<file path="config.mk">
export PLATFORM = sky130hd
export DESIGN_NAME = mul4_vector_evaluator
export DESIGN_NICKNAME = d
export VERILOG_FILES = /design/src/rtl/mul4_eval_pkg.sv /design/src/rtl/popcount64.sv /design/src/rtl/mul4_vector_evaluator.sv
export SDC_FILE = /design/constraint.sdc
export NUM_CORES = 1
export LEC_CHECK = 0
export CORE_MARGIN = 5
export CORE_UTILIZATION = 55
export DETAILED_ROUTE_END_ITERATION = 8
export PLACE_DENSITY = 0.8
export SLEW_MARGIN = 25
export SYNTH_ARGS = -nofsm -noshare
export SYNTH_HDL_FRONTEND = slang
export SYNTH_SLANG_ARGS = --single-unit
</file>
<file path="constraint.sdc">
create_clock -name clk -period 19.9 [get_ports clk]
set_clock_uncertainty 0.15 [all_clocks]
set_input_delay 3.98 -clock clk [delete_from_list [all_inputs] [get_ports clk]]
set_output_delay 3.98 -clock clk [all_outputs]
set_load 0.03 [all_outputs]
</file>
<file path="src/rtl/mul4_eval_pkg.sv">
// ---------------------------------------------------------------------------
// mul4_eval_pkg
// Shared definitions for the 2x2-bit vector multiplier evaluator:
//   - state_e        : evaluator FSM states
//   - ROUND0_*       : round-0 exhaustive stimulus (lane i carries operand index i)
//   - GOLD0_*        : round-0 golden product bits y3..y0
//   - ror16()        : rotate-right used to derive round r stimulus/golden
// ---------------------------------------------------------------------------
package mul4_eval_pkg;

  typedef enum logic [2:0] {
    IDLE,
    ISSUE,
    WAIT,
    SCORE,
    DONE
  } state_e;

  // Lane i of round 0 encodes idx=i as {a1,a0,b1,b0}.
  localparam logic [15:0] ROUND0_A1 = 16'hFF00;
  localparam logic [15:0] ROUND0_A0 = 16'hF0F0;
  localparam logic [15:0] ROUND0_B1 = 16'hCCCC;
  localparam logic [15:0] ROUND0_B0 = 16'hAAAA;

  // Bit k of a*b for each lane of round 0.
  localparam logic [15:0] GOLD0_Y3 = 16'h8000;
  localparam logic [15:0] GOLD0_Y2 = 16'h4C00;
  localparam logic [15:0] GOLD0_Y1 = 16'h6AC0;
  localparam logic [15:0] GOLD0_Y0 = 16'hA0A0;

  // Result bit i = vec bit (i+r)%16.
  function automatic logic [15:0] ror16(input logic [15:0] vec, input logic [3:0] r);
    logic [31:0] dbl;
    dbl = {vec, vec} >> r;
    return dbl[15:0];
  endfunction

endpackage

</file>
<file path="src/rtl/popcount64.sv">
// ---------------------------------------------------------------------------
// popcount64
// Combinational population count of a 64-bit vector.
// Ports:
//   vec   in  64  vector to count
//   count out 7   number of ones in vec (0..64)
// ---------------------------------------------------------------------------
module popcount64 (
  input  logic [63:0] vec,
  output logic [6:0]  count
);

  always_comb begin
    count = '0;
    for (int i = 0; i < 64; i++) begin
      count = count + 7'(vec[i]);
    end
  end

endmodule

</file>
<file path="src/rtl/mul4_vector_evaluator.sv">
// ---------------------------------------------------------------------------
// mul4_vector_evaluator
// Scores a bit-sliced 2x2-bit multiplier candidate. Each round presents one
// exhaustive 16-lane vector (rotated by the round number), captures the
// candidate's y3..y0 vectors and accumulates the number of bits that agree
// with the golden product. A round that gets no response within TIMEOUT
// cycles aborts the evaluation.
// Ports:
//   clk, rst                 clock, synchronous active-high reset
//   start                    begin an evaluation (accepted only in IDLE)
//   busy                     evaluation in progress
//   done                     one-cycle completion pulse
//   score / perfect / timeout  result, valid with done and held afterwards
//   cand_a1/a0/b1/b0, cand_valid, cand_ready   stimulus handshake to candidate
//   rsp_y3/y2/y1/y0, rsp_valid                 candidate response
// ---------------------------------------------------------------------------
module mul4_vector_evaluator
  import mul4_eval_pkg::*;
#(
  parameter int NUM_ROUNDS = 4,
  parameter int TIMEOUT    = 15,
  parameter int SCORE_W    = $clog2(64 * NUM_ROUNDS + 1)
) (
  input  logic               clk,
  input  logic               rst,
  input  logic               start,
  output logic               busy,
  output logic               done,
  output logic [SCORE_W-1:0] score,
  output logic               perfect,
  output logic               timeout,
  output logic [15:0]        cand_a1,
  output logic [15:0]        cand_a0,
  output logic [15:0]        cand_b1,
  output logic [15:0]        cand_b0,
  output logic               cand_valid,
  input  logic               cand_ready,
  input  logic [15:0]        rsp_y3,
  input  logic [15:0]        rsp_y2,
  input  logic [15:0]        rsp_y1,
  input  logic [15:0]        rsp_y0,
  input  logic               rsp_valid
);

  localparam int                 TMO_W      = $clog2(TIMEOUT + 1);
  localparam logic [TMO_W-1:0]   TMO_LAST   = TMO_W'(TIMEOUT - 1);
  localparam logic [3:0]         LAST_ROUND = 4'(NUM_ROUNDS - 1);
  localparam logic [SCORE_W-1:0] MAX_SCORE  = SCORE_W'(64 * NUM_ROUNDS);

  state_e             state_q, state_d;
  logic [3:0]         round_q, round_d;
  logic [TMO_W-1:0]   tmo_q, tmo_d;
  logic [63:0]        rsp_q, rsp_d;       // {y3, y2, y1, y0}
  logic [63:0]        vec_q, vec_d;       // {a1, a0, b1, b0}
  logic [SCORE_W-1:0] acc_q, acc_d;
  logic [SCORE_W-1:0] score_q, score_d;
  logic               busy_q, busy_d;
  logic               done_q, done_d;
  logic               perfect_q, perfect_d;
  logic               timeout_q, timeout_d;
  logic               cand_valid_q, cand_valid_d;

  logic [63:0]        gold_vec;
  logic [6:0]         match_cnt;

  assign gold_vec = {ror16(GOLD0_Y3, round_q), ror16(GOLD0_Y2, round_q),
                     ror16(GOLD0_Y1, round_q), ror16(GOLD0_Y0, round_q)};

  // Matching bits are the zeros of the XOR, i.e. the ones of its inverse.
  popcount64 u_popcount (
    .vec   (~(rsp_q ^ gold_vec)),
    .count (match_cnt)
  );

  always_comb begin
    // NOTE: every _d starts from its _q so no branch can leave one unassigned (no latches).
    state_d   = state_q;
    round_d   = round_q;
    tmo_d     = tmo_q;
    rsp_d     = rsp_q;
    vec_d     = vec_q;
    acc_d     = acc_q;
    score_d   = score_q;
    perfect_d = perfect_q;
    timeout_d = timeout_q;

    case (state_q)
      IDLE: begin
        if (start) begin
          state_d   = ISSUE;
          round_d   = '0;
          acc_d     = '0;
          timeout_d = 1'b0;
        end
      end
      ISSUE: begin
        if (cand_valid_q && cand_ready) begin
          state_d = WAIT;
          tmo_d   = '0;
        end
      end
      WAIT: begin
        if (rsp_valid) begin
          rsp_d   = {rsp_y3, rsp_y2, rsp_y1, rsp_y0};
          state_d = SCORE;
        end else if (tmo_q == TMO_LAST) begin
          state_d   = DONE;
          timeout_d = 1'b1;
        end else begin
          tmo_d = tmo_q + TMO_W'(1);
        end
      end
      SCORE: begin
        acc_d = acc_q + SCORE_W'(match_cnt);
        if (round_q == LAST_ROUND) begin
          state_d = DONE;
        end else begin
          round_d = round_q + 4'd1;
          state_d = ISSUE;
        end
      end
      DONE: begin
        state_d = IDLE;
      end
      default: begin
        state_d = IDLE;
      end
    endcase

    // Outputs are decoded from the next state so they are registered
    // and line up with the state they describe.
    busy_d       = (state_d inside {ISSUE, WAIT, SCORE});
    done_d       = (state_d == DONE);
    cand_valid_d = (state_d == ISSUE);

    // Stimulus depends only on the round, so it stays stable while ISSUE
    // waits for cand_ready.
    if (state_d == ISSUE) begin
      vec_d = {ror16(ROUND0_A1, round_d), ror16(ROUND0_A0, round_d),
               ror16(ROUND0_B1, round_d), ror16(ROUND0_B0, round_d)};
    end

    if (state_d == DONE) begin
      score_d   = acc_d;
      perfect_d = !timeout_d && (acc_d == MAX_SCORE);
    end
  end

  always_ff @(posedge clk) begin
    if (rst) begin
      state_q      <= IDLE;
      round_q      <= '0;
      tmo_q        <= '0;
      // NOTE: the response capture register is reset as well, so no state
      // survives a mid-run reset and simulation never starts from X.
      rsp_q        <= '0;
      vec_q        <= '0;
      acc_q        <= '0;
      score_q      <= '0;
      busy_q       <= 1'b0;
      done_q       <= 1'b0;
      perfect_q    <= 1'b0;
      timeout_q    <= 1'b0;
      cand_valid_q <= 1'b0;
    end else begin
      // NOTE: non-blocking assignments so every flop samples pre-edge values.
      state_q      <= state_d;
      round_q      <= round_d;
      tmo_q        <= tmo_d;
      rsp_q        <= rsp_d;
      vec_q        <= vec_d;
      acc_q        <= acc_d;
      score_q      <= score_d;
      busy_q       <= busy_d;
      done_q       <= done_d;
      perfect_q    <= perfect_d;
      timeout_q    <= timeout_d;
      cand_valid_q <= cand_valid_d;
    end
  end

  assign busy       = busy_q;
  assign done       = done_q;
  assign score      = score_q;
  assign perfect    = perfect_q;
  assign timeout    = timeout_q;
  assign cand_valid = cand_valid_q;
  assign {cand_a1, cand_a0, cand_b1, cand_b0} = vec_q;

endmodule

</file>
==> impl_results.md <==
- Status: finished clean
- Fmax: 0.106 GHz
- Synth Register Bits: approximately 130
- Fillers: 1,244
- Hold_buf cts: 0
- Gate Count Post-Synth: 993
- Placement Setup Slack: approximately 11 ns
- LEAKAGE: about 4 nW
- Num rows: 45
- # Post-CTS Setup Buffers: 0
- Tmin final: 9.45 ns
- Crit-path max FO: 13
- Post-synth EDFFs: 0
- Die Area: approximately 0.018 mm²
- Layout area overhead: 21.8%
- RSZ-0062 raised after global routing: false
- Wire per inst: ~16 µm
- Top cell type's share of synthesized area: 30.7%
- Setup Viol. Count Final: 0
- Number of gates resized after cts: 0
- Most frequent cells in the layout: nand2_1, clkdlybuf4s50_1, dfxtp_1
- Syn Std Cell Area: around 0.0084 mm²
- Vias: 6,790
- Synth top area cells: dfxtp_1, fa_1, nand2_1
- Setup TNS: 0 ns
- Worst-margin pin slew: 0.928 ns
- Synth Area per Inst: 8.41 µm²
- Commonest non-fill, non-tap cell in the layout: nand2_1
- Drc violations: 0
- CTS Buf Count: 17
- Hold Crit Class: register to register
- Peak VDD IR: between 0.00008 and 0.00009 V
- Clk root buf: clkbuf_16
- Die width: ~130 µm
- Post-DRT Antenna Nets: 0
- Via density: 5.33
- Layout cell share with drive strength beyond 1: under 10%
- Synth area leader: dfxtp_1
- DR pass1 iterations: 5
- Primary FF master, synth: dfxtp_1
- Initial antenna violation count: 0
- Skew-Pair Late Insertion Delay: approximately 0.43 ns
- Clock transition at the registers of the reported paths: 0.06 ns
- Max-cap violation count: 0
- GRT Total Usage: between 20% and 30%
- Vias in the first global route: just under 7,000
- Ys Warns: 0
- Hold Slack: between 0.3 and 0.4 ns
- Initial core utilization: 55.5%
- Core Box Area: ~0.015 mm²
- Max-slew violation count: 0
- Required @ worst endpoint: 20.07 ns
- Headroom to the max-slew limit: 38.1%
- Type of origin of the critical path: register
- Syn_nets: 1,159
- I/O Buffers: approximately 150
- Critical setup path kind: register to register
- Arr. time, crit path: 9.62 ns
- Cell area after layout: 0.0102 mm²
- First-pass GRT wire length: about 35,000 µm
- Post-DP HPWL: about 16,000 µm
- Clock buffer depth: 2
- CTS tree: done
- Clock H-tree levels: 4
- Num ports: 147
- Iteration-0 DRC count of the detailed router: 447
- Drt total wl: roughly 21,000 µm
- PD cells: a little under 100 mW/mm²
- Register area share after synthesis: a little under a third
- Sink Count: roughly 130
- Final-stage net count: 1,240
- GPL Wtd Cong: 0.980
- Diodes inserted: 0
- Die Y: approximately 130 µm
- Area post-placement: between 0.009 and 0.01 mm²
- Critical Path End Type: register
- Asr flop ratio synth: 0%
- Final Hold Fails: 0
- Gr ovfl total: 0
- Largest net degree at the start of global routing: around 70
- Setup slack after layout: around 10 ns
- Synth unique cells: between 50 and 60
- Crit share post-route: a little under half
## layer usage
metal | part of all wire (%) | global-route usage [%]
met5 | 0 | 0
met4 | 2.7 | 8.63
met3 | 7.0 | 8.01
met2 | 48 | 38.8
met1 | 42 | 30.5
## path summary, 6_finish.rpt
check	from	end	slack, ns	cells past startpoint
min reg2reg	vec_q[53]	vec_q[53]	0.31	2
max	round_q[1]	perfect	10.45	27
min	vec_q[53]	vec_q[53]	0.31	2
max reg2reg	round_q[1]	perfect	10.45	27
## power by group
| group | internal [mW] | switching [mW] | total, mW |
|---|---|---|---|
| registers | 0.265 | 0.00767 | 0.273 |
| logic | 0.169 | 0.210 | 0.379 |
| clock network | 0.212 | 0.120 | 0.332 |
## Yosys cell counts (4+ instances only)
| library cell | n |
|---|---|
| clkbuf_1 | 37 |
| nor3_1 | 13 |
| ha_1 | 42 |
| nand3_1 | 11 |
| nor2_1 | 74 |
| a21boi_0 | 6 |
| xor2_1 | 32 |
| a211oi_1 | 15 |
| o21ai_1 | 4 |
| xnor2_1 | 43 |
| buf_4 | 36 |
| o21ai_0 | 23 |
| a21oi_2 | 5 |
| a21oi_1 | 103 |
| fa_1 | 55 |
| nor2b_1 | 10 |
| nand2_1 | 196 |
| a22oi_1 | 9 |
| dfxtp_1 | 128 |
| a21o_1 | 6 |
| inv_1 | 70 |
| buf_2 | 5 |
| nand2b_1 | 6 |
| o211ai_1 | 6 |
| buf_6 | 7 |
## logic make-up (layout without fill, tap and decap cells)
family | Yosys count | count (layout) | synth area share, %
and+or+nand+nor | 329 | 329 | 17.0
DFF | 128 | 128 | 30.7
muxes | 4 | 4 | 0.494
adders and majority gates | 97 | 97 | 19.5
AOI/OAI and AO/OA | 198 | 198 | 14.4
buffers and inverters | 161 | 254 | 9.81
xor gates and xnor gates | 76 | 76 | 8.06
## registers in the layout, summed over array words and instances (netlist names)
register	flops
acc_q	9
busy	1
cand_valid	1
done	1
perfect	1
round_q	4
rsp_q	64
score	9
state_q	3
timeout	1
tmo_q	4
vec_q	30
## layout make-up
class / count / area (µm²) / area share (%)
sequential: 128 / 2560 / 25.2
clock inverter: 13 / 185 / 1.82
timing repair buffer: 151 / 1500 / 14.7
inverter: 72 / 275 / 2.71
clock buffer: 18 / 439 / 4.32
multi-input combinational: 704 / 4980 / 49.0
tap: 188 / 235 / 2.31
## critical path, stage by stage, from the launching register on
cell and delay (ns):
dfxtp_1 0.60, inv_1 0.18, ha_1 0.37, o21ai_1 0.52, xor2_1 0.13, ha_1 0.31
inv_1 0.06, fa_1 0.52, fa_1 0.54, fa_1 0.52, fa_1 0.52, fa_1 0.52
fa_1 0.53, fa_1 0.55, inv_1 0.06, fa_1 0.52, fa_1 0.48, inv_1 0.10
fa_1 0.46, inv_1 0.08, ha_1 0.22, a21o_1 0.15, a21oi_1 0.21, o21ai_0 0.15
o211ai_1 0.20, mux2_2 0.38, and4_1 0.15, a22o_1 0.17
## stage by stage
step / total power, mW / util, % / cells
after detailed placement: 0.651 / 63.5 / 1243
after global routing: 1.05 / 67.7 / 1274
final: 0.983 / 67.7 / 1274
after floorplan: 0.566 / - / 993
after global placement: 0.642 / 63.5 / 1243
after CTS: 0.991 / 67.7 / 1274
Power figures use the tool's default switching activity.
